$ cat src/rtl/arbitro_paralelo_serial.sv
// Round-robin arbiter feeding one parallel-to-serial serializer, with link-sync phase.
// Optional statistics counters (beat_cnt/idle_cnt) enabled by ARB_PS_STATS_EN.
module arbitro_paralelo_serial #(
  parameter int                N_REQ     = 4,
  parameter int                DATA_W    = 8,
  parameter logic [DATA_W-1:0] IDLE_SYM  = 8'hBC,
  parameter int                SYNC_CNT  = 4,
  parameter int                MAX_BURST = 4,
  localparam int               IDW       = (N_REQ > 1) ? $clog2(N_REQ) : 1
) (
  input  logic                    clk_4f,
  input  logic                    reset,
  input  logic [N_REQ-1:0]        req_valid,
  input  logic [N_REQ*DATA_W-1:0] req_data,
  output logic [N_REQ-1:0]        req_ready,
  output logic                    valid_out,
  output logic [DATA_W-1:0]       data_out,
  output logic [IDW-1:0]          grant_id,
  output logic                    sync_done
`ifdef ARB_PS_STATS_EN
  ,
  output logic [15:0]             beat_cnt,
  output logic [15:0]             idle_cnt
`endif
);

  localparam logic [0:0] S_SYNC   = 1'b0;
  localparam logic [0:0] S_ACTIVE = 1'b1;

  logic [0:0]        state_q, state_d;
  logic [7:0]        sync_q, sync_d;
  logic [IDW-1:0]    last_q, last_d;
  logic [3:0]        burst_q, burst_d;
  logic              valid_q, valid_d;
  logic [DATA_W-1:0] data_q, data_d;
  logic [IDW-1:0]    gid_q, gid_d;
  logic              done_q, done_d;
  logic [15:0]       beat_q, beat_d;
  logic [15:0]       idle_q, idle_d;

  logic              others;
  logic              keep;
  logic              gnt_v;
  logic [IDW-1:0]    gnt;
  int                idx;

  // Grant pick: stay with the owner unless its burst is spent and someone waits
  always_comb begin
    others = 1'b0;
    idx    = 0;
    for (int i = 0; i < N_REQ; i++) begin
      if (i != int'(last_q) && req_valid[i]) others = 1'b1;
    end
    keep  = req_valid[last_q] &&
            ((burst_q < 4'(MAX_BURST)) || !others);
    gnt_v = keep;
    gnt   = last_q;
    // Descending scan so the nearest lane after the owner wins
    for (int k = N_REQ; k >= 1; k--) begin
      idx = int'(last_q) + k;
      if (idx >= N_REQ) idx = idx - N_REQ;
      if (!keep && req_valid[idx]) begin
        gnt_v = 1'b1;
        gnt   = IDW'(idx);
      end
    end
  end

  // One-hot ready only while granting in ACTIVE
  always_comb begin
    req_ready = '0;
    if (state_q == S_ACTIVE && gnt_v) req_ready[gnt] = 1'b1;
  end

  // Next-state: sync sequencing, beat capture, burst and stats bookkeeping
  always_comb begin
    state_d = state_q;
    sync_d  = sync_q;
    last_d  = last_q;
    burst_d = burst_q;
    valid_d = 1'b0;
    data_d  = IDLE_SYM;
    gid_d   = gid_q;
    done_d  = done_q;
    beat_d  = beat_q;
    idle_d  = idle_q;
    if (state_q == S_SYNC) begin
      sync_d = sync_q + 8'd1;
      if (sync_q == 8'(SYNC_CNT - 1)) begin
        state_d = S_ACTIVE;
        done_d  = 1'b1;
      end
    end else if (gnt_v) begin
      valid_d = 1'b1;
      data_d  = req_data[int'(gnt)*DATA_W +: DATA_W];
      gid_d   = gnt;
      last_d  = gnt;
      if (gnt == last_q && burst_q < 4'(MAX_BURST))
        burst_d = burst_q + 4'd1;
      else
        burst_d = 4'd1;
      if (beat_q != 16'hFFFF) beat_d = beat_q + 16'd1;
    end else begin
      burst_d = 4'd0;
      if (idle_q != 16'hFFFF) idle_d = idle_q + 16'd1;
    end
  end

  // State registers with synchronous reset
  always_ff @(posedge clk_4f) begin
    if (reset) begin
      state_q <= S_SYNC;
      sync_q  <= 8'd0;
      last_q  <= IDW'(N_REQ - 1);
      burst_q <= 4'd0;
      valid_q <= 1'b0;
      data_q  <= IDLE_SYM;
      gid_q   <= '0;
      done_q  <= 1'b0;
      beat_q  <= 16'd0;
      idle_q  <= 16'd0;
    end else begin
      state_q <= state_d;
      sync_q  <= sync_d;
      last_q  <= last_d;
      burst_q <= burst_d;
      valid_q <= valid_d;
      data_q  <= data_d;
      gid_q   <= gid_d;
      done_q  <= done_d;
      beat_q  <= beat_d;
      idle_q  <= idle_d;
    end
  end

  assign valid_out = valid_q;
  assign data_out  = data_q;
  assign grant_id  = gid_q;
  assign sync_done = done_q;

`ifdef ARB_PS_STATS_EN
  assign beat_cnt = beat_q;
  assign idle_cnt = idle_q;
`else
  logic unused_stats;
  assign unused_stats = ^{beat_q, idle_q};
`endif

endmodule

$ cat config.mk
export PLATFORM = sky130hd
export DESIGN_NAME = arbitro_paralelo_serial
export DESIGN_NICKNAME = d
export VERILOG_FILES = /design/src/rtl/arbitro_paralelo_serial.sv
export SDC_FILE = /design/constraint.sdc
export NUM_CORES = 1
export LEC_CHECK = 0
export CORE_MARGIN = 2
export CORE_UTILIZATION = 46
export CTS_CLUSTER_SIZE = 16
export DETAILED_ROUTE_END_ITERATION = 6
export HOLD_SLACK_MARGIN = 0.08
export PLACE_DENSITY = 0.85
export SETUP_SLACK_MARGIN = 0.1
export SLEW_MARGIN = 20
export SYNTH_ARGS = -nofsm -noshare
export SYNTH_HDL_FRONTEND = slang
export SYNTH_SLANG_ARGS = --single-unit
$ cat constraint.sdc
create_clock -name clk_4f -period 4.26 [get_ports clk_4f]
set_clock_uncertainty 0.05 [all_clocks]
set_input_delay 0.852 -clock clk_4f [delete_from_list [all_inputs] [get_ports clk_4f]]
set_output_delay 0.852 -clock clk_4f [all_outputs]
set_load 0.05 [all_outputs]
* Yosys cells after proc, flatten, opt, wreduce, memory -nomap -nowiden *
Index checks and enable logic that the tools add are counted.

cells by class
  add/sub/neg operators = 10
  multipliers = 0
  divide/modulo/power cells = 0
  magnitude comparators = 12
  equality and inequality tests = 5
  shifts and indexed selects = 1
  multiplexer cells = 38
  bitwise gates (word level) = 2
  reduce and logical (&&, ||, !) cells = 20

operator list
  cell                                                                                  number
  32-bit by 4-bit < comparator with 1-bit output (second input constant)                4
  32-bit 2-to-1 mux                                                                     4
  32-bit by 6-bit variable part select with 8-bit output                                1
  1-bit 2-to-1 mux                                                                      21
  1-bit logical AND                                                                     12
  4-bit 2-to-1 mux                                                                      3
  3-bit by 3-bit subtractor with 4-bit output (second input constant)                   3
  1-bit binary-select mux with 2-bit select                                             5
  3-bit greater-or-equal comparator (second input constant)                             3
  8-bit by 1-bit adder with 8-bit output (second input constant)                        1
  8-bit by 2-bit equality test with 1-bit output (second input constant)                1
  2-bit 2-to-1 mux                                                                      4
  2-bit by 2-bit adder with 3-bit output (second input constant)                        2
  2-bit by 3-bit < comparator with 1-bit output (second input constant)                 2
  4-bit by 3-bit subtractor with 5-bit output (second input constant)                   1
  2-bit by 3-bit adder with 4-bit output (second input constant)                        1
  4-bit by 1-bit adder with 4-bit output (second input constant)                        1
  4-bit by 3-bit greater-or-equal comparator with 1-bit output (second input constant)  1
  4-bit by 3-bit < comparator with 1-bit output (second input constant)                 1
  2-bit != test (first input constant)                                                  2
  2-bit AND reduction                                                                   2
  2-bit by 1-bit adder with 3-bit output (second input constant)                        1
  3-bit OR reduction                                                                    1
  1-bit demux with 2-bit select                                                         1
  8 further kinds                                                                       10

storage, ports and cells
  register bits after elaboration = 27
  bits in latches = 0
  bits in writable memories = 0
  bits in read-only memories = 0
  input port bits = 38
  output and inout bits = 16
  memories = 0

* Logic depth before layout (Yosys ltp) *
  word-level depth = 20
  depth in mapped cells = 12

* Worst setup path after synthesis *
Ideal clock, no wire load.

  path type = register to output
  start = register last_q[0]
  end = output port req_ready[3]
  arrival time = 3.377 ns
  setup slack = -0.019 ns
  cell stages (with the launch flop) = 12
  cells stage by stage = dfxtp_1 > buf_6 > inv_1 > ha_1 > mux4_2 > a21oi_2 > o2bb2ai_1 > o21ai_1 > and3_1 > buf_2 > buf_2 > nor3b_1

between the ends
  word-level cells in the longest chain between the ends = 20
  elaborated cells on any way between the ends = 65

RTL lines
  element                                                                               RTL line  text
  start, declared                                                                       32        logic [IDW-1:0] last_q, last_d;
  start signal, assigned                                                                114       last_q <= IDW'(N_REQ - 1);
  start signal, assigned                                                                125       last_q <= last_d;
  branches (longest 19 deep; another with 4-bit by 3-bit subtractor with 5-bit output)  n/a
  4-bit 2-to-1 mux (*)                                                                  72        if (state_q == S_ACTIVE && gnt_v) req_ready[gnt] = 1'b1;
  end, declared                                                                         15        output logic [N_REQ-1:0] req_ready,

Every way passes the cells marked *. The select of a mux whose other input is x is not followed.

* Worst setup path in the final report *
  start = input port req_valid[1]
  end = output port req_ready[3]

between the ends
  word-level cells in the longest chain between the ends = 18
  elaborated cells on any way between the ends = 41

RTL lines
  element                                                                                                                                              RTL line  text
  start, declared                                                                                                                                      13        input logic [N_REQ-1:0] req_valid,
  1-bit logical AND                                                                                                                                    52        if (i != int'(last_q) && req_valid[i]) others = 1'b1;
  1-bit 2-to-1 mux (3 in a row)                                                                                                                        52
  1-bit zero test                                                                                                                                      55        ((burst_q < 4'(MAX_BURST)) || !others);
  1-bit logical OR                                                                                                                                     55
  1-bit logical AND                                                                                                                                    54        keep = req_valid[last_q] &&
  1-bit zero test                                                                                                                                      62        if (!keep && req_valid[idx]) begin
  1-bit logical AND                                                                                                                                    62
  2-bit 2-to-1 mux (4 in a row)                                                                                                                        62
  2-bit by 3-bit < comparator with 1-bit output (implied by the code) or 2-bit by 1-bit greater-or-equal comparator with 1-bit output (tied branches)  72
  1-bit logical AND (implied by the code)                                                                                                              72
  1-bit 2-to-1 mux (implied by the code)                                                                                                               72
  1-bit demux with 2-bit select                                                                                                                        72
  4-bit 2-to-1 mux (*)                                                                                                                                 72

Mark *: on every way between the ends. The rest lies on a longest branch, timed or not. The select of a mux whose other input is x is not followed.

==> impl_metrics.toml <==
[run_status]
status = "finished, final reports clean"

[setup_path]
rrSetupSlack_ns = 0.83
crit_start = "req_valid[1]"
r2r_cells = 9
crit_buf_inv = 2
reg2reg_to = "burst_q[1]"
critPathKind = "input pin to primary output"
worstSetupEndpointType = "primary output"
r2r-start = "last_q[1]"
crit_required_ns = 3.36
cp_top_family = "buffers and inverters"
critPathMaxFanout = 8
max_stage_delay_ns = 0.58
cp.depth = 8
start_kind = "input pin"
worstPathArrival_ns = 3.09
crit_chain = "clkdlybuf4s50_1 > mux4_2 > a21oi_2 > o2bb2ai_1 > o21ai_1 > and3_1 > nor3b_2 > buf_12"
slowest_stage = "mux4_2"

[synth]
avgSynthCellArea_um2 = 9.66
synth_cells = 173
synth_edf_count = 0
synth_seq_area_share_pct = 32.3
async_flop_share_pct = 0
synth_nets = 217
ys_types = 46
synth_flop_cell = "dfxtp_1"
syn-cell-area_um2 = 1670
yosysWarningCount = 0
synth-seq-cells = 27

[cells_and_area]
fin_cells = 271
antenna_cells = 0
syn_to_final_growth_pct = 38.2
nets = 270
layout_common_cells = "clkdlybuf4s50_1 (49), dfxtp_1 (27), nor2_1 (18)"
layout-drive-gt1-share_pct = 15.6
final_common_cell = "clkdlybuf4s50_1"

[place]
dp_hpwl_um = 3080
gp_congestion = 0.801
pre_cts_ws_ns = 0.292
portBuffers = 53
dp_cells = 267

[cts]
postCtsSetupRepairBufs = 0
clock-sinks = 27
clk_pin_slew_ns = 0.14
cts-root-buf = "clkbuf_4"
clock_latency_ns = 0.33
h-tree-depth = 1
cts_resized = 0
cts_made_buffers = 3
hold_buffers = 0
cts_tree = "done"
clockBufferDepth = 2

[global_routing]
grt_pass1_wl_um = 6440
grt_max_degree = 18
grt_util_all_layers_pct = 19.6
first_global_vias = 1310
antenna_found_initial = 0
grt.overflow.total = 0

[sta]
fin_ws_ns = 0.272
finalCritPeriodShare_pct = 93.6
slew_headroom_pct = 59.7
finalHoldWorstSlack_ns = 0.409
slew_viol_final = 0
hold_viol_final = 0
rsz0062_at_grt = "no"
fin_crit_ns = 3.99
fmax_mhz = 251
tns_ns = 0
worst_slew_pin_slew_ns = 0.603
setup_viol = 0

[detailed_routing]
routed_wl_um = 3960
drt_iter0_drc = 54
avgRoutedWirePerCell_um = 14.6
drt-pass1-iter-count = 4
via_per_inst = 5.37
vias = 1456
drc = 0
antenna_left = 0

[floorplan]
placementRows = 21
core_area_um2 = 3420
die_area_um2 = 4130
start_util_pct = 48.9
dieWidth_um = 64.3
io_pins = 54
die_h_um = 64.3

[power_and_ir_drop]
total_power_uw = 619
peakVddDrop_mv = 0.130
leakage_uw = 0.000897
cellPowerDensity_nw_per_um2 = 268

[worst_hold_path]
hp-class = "register to register"
whs_endpoint = "burst_q[2]"
min_path_cells = 2
holdCritStartpoint = "burst_q[2]"

[flow_run]
maxCapViolCount = 0
-- metrics by stage --
step	cell area [um^2]	utilization [%]
after global placement	2280	66.8
after detailed placement	2280	66.8
after CTS	2310	67.7
after global routing	2310	67.7
final	2310	67.7
after floorplan	1680	-
-- metal layers --
| layer | share of wire [%] | vias up | GRT usage [%] |
|---|---|---|---|
| met5 | 0 | - | 0 |
| li1 | - | 732 | - |
| met4 | 1.4 | 0 | 6.38 |
| met2 | 50 | 21 | 31.9 |
| met1 | 47 | 698 | 27.0 |
| met3 | 2.1 | 5 | 2.46 |
-- power by group --
part	internal [uW]	leakage [uW]	switching, uW
sequential	268	0.000219	12.5
clock	35.3	0.0000177	75.7
combinational	111	0.000660	116
-- worst max path at each step --
stage,end,slack (ns)
after floorplan,req_ready[3],0.47
after global placement,req_ready[3],0.34
after detailed placement,req_ready[3],0.29
after CTS,req_ready[3],0.28
after global routing,req_ready[2],0.11
final,req_ready[3],0.27
-- sequential cells by signal, indices dropped and copies added (netlist names) --
| register | count |
|---|---|
| data_out | 8 |
| sync_q | 8 |
| burst_q | 4 |
| grant_id | 2 |
| last_q | 2 |
| state_q | 1 |
| sync_done | 1 |
| valid_out | 1 |
-- cells in the mapped netlist, drive strengths merged (2+ instances only) --
library cell  instances  share of area [%]
dfxtp                27                 32
nor2                 18                4.0
mux2i                10                6.2
and2b                 8                3.6
buf                   8                3.3
a211oi                7                3.1
a31oi                 6                2.2
ha                    6                4.5
nand3                 6                1.8
o21ai                 6                1.8
a2111oi               5                4.5
a21oi                 5                1.7
mux2                  5                3.6
nand2b                5                1.9
xor2                  5                2.6
and3                  4                1.5
inv                   4               0.90
nand2                 4               0.90
xnor2                 4                3.2
clkbuf                3               0.67
mux4                  3                4.0
nor2b                 3                1.6
o21a                  3                1.3
nand4                 2               0.75
nor3                  2               0.60
or2                   2               0.75
-- final cells by class --
type	count	area (um^2)
fill	270	1100
multi-input combinational	130	1050
timing repair buffer	59	616
sequential	27	541
tap	46	57.6
clock buffer	3	22.5
inverter	5	18.8
clock inverter	1	5.00
-- worst register-to-register path, stage by stage, from the launching register on --
cell      delay [ns]
dfxtp_1         0.57
inv_1           0.18
ha_1            0.44
mux2_2          0.37
o41a_1          0.32
o21a_1          0.31
nand2b_1        0.45
clkinv_1        0.39
nand4_1         0.19
o21ai_1         0.06
-- kinds of logic (layout without fill, tap and decap cells) --
| kind of cell | count (synthesis) | in the layout | share of synthesized area [%] |
|---|---|---|---|
| buffers and inverters | 16 | 68 | 5.09 |
| adders and majority gates | 6 | 6 | 4.49 |
| AOI/OAI and AO/OA | 37 | 37 | 18.1 |
| DFF | 27 | 27 | 32.3 |
| xor gates and xnor gates | 9 | 9 | 5.84 |
| and+or+nand+nor | 60 | 60 | 20.3 |
| muxes | 18 | 18 | 13.8 |
No activity file was read; power rests on OpenSTA's default activity.
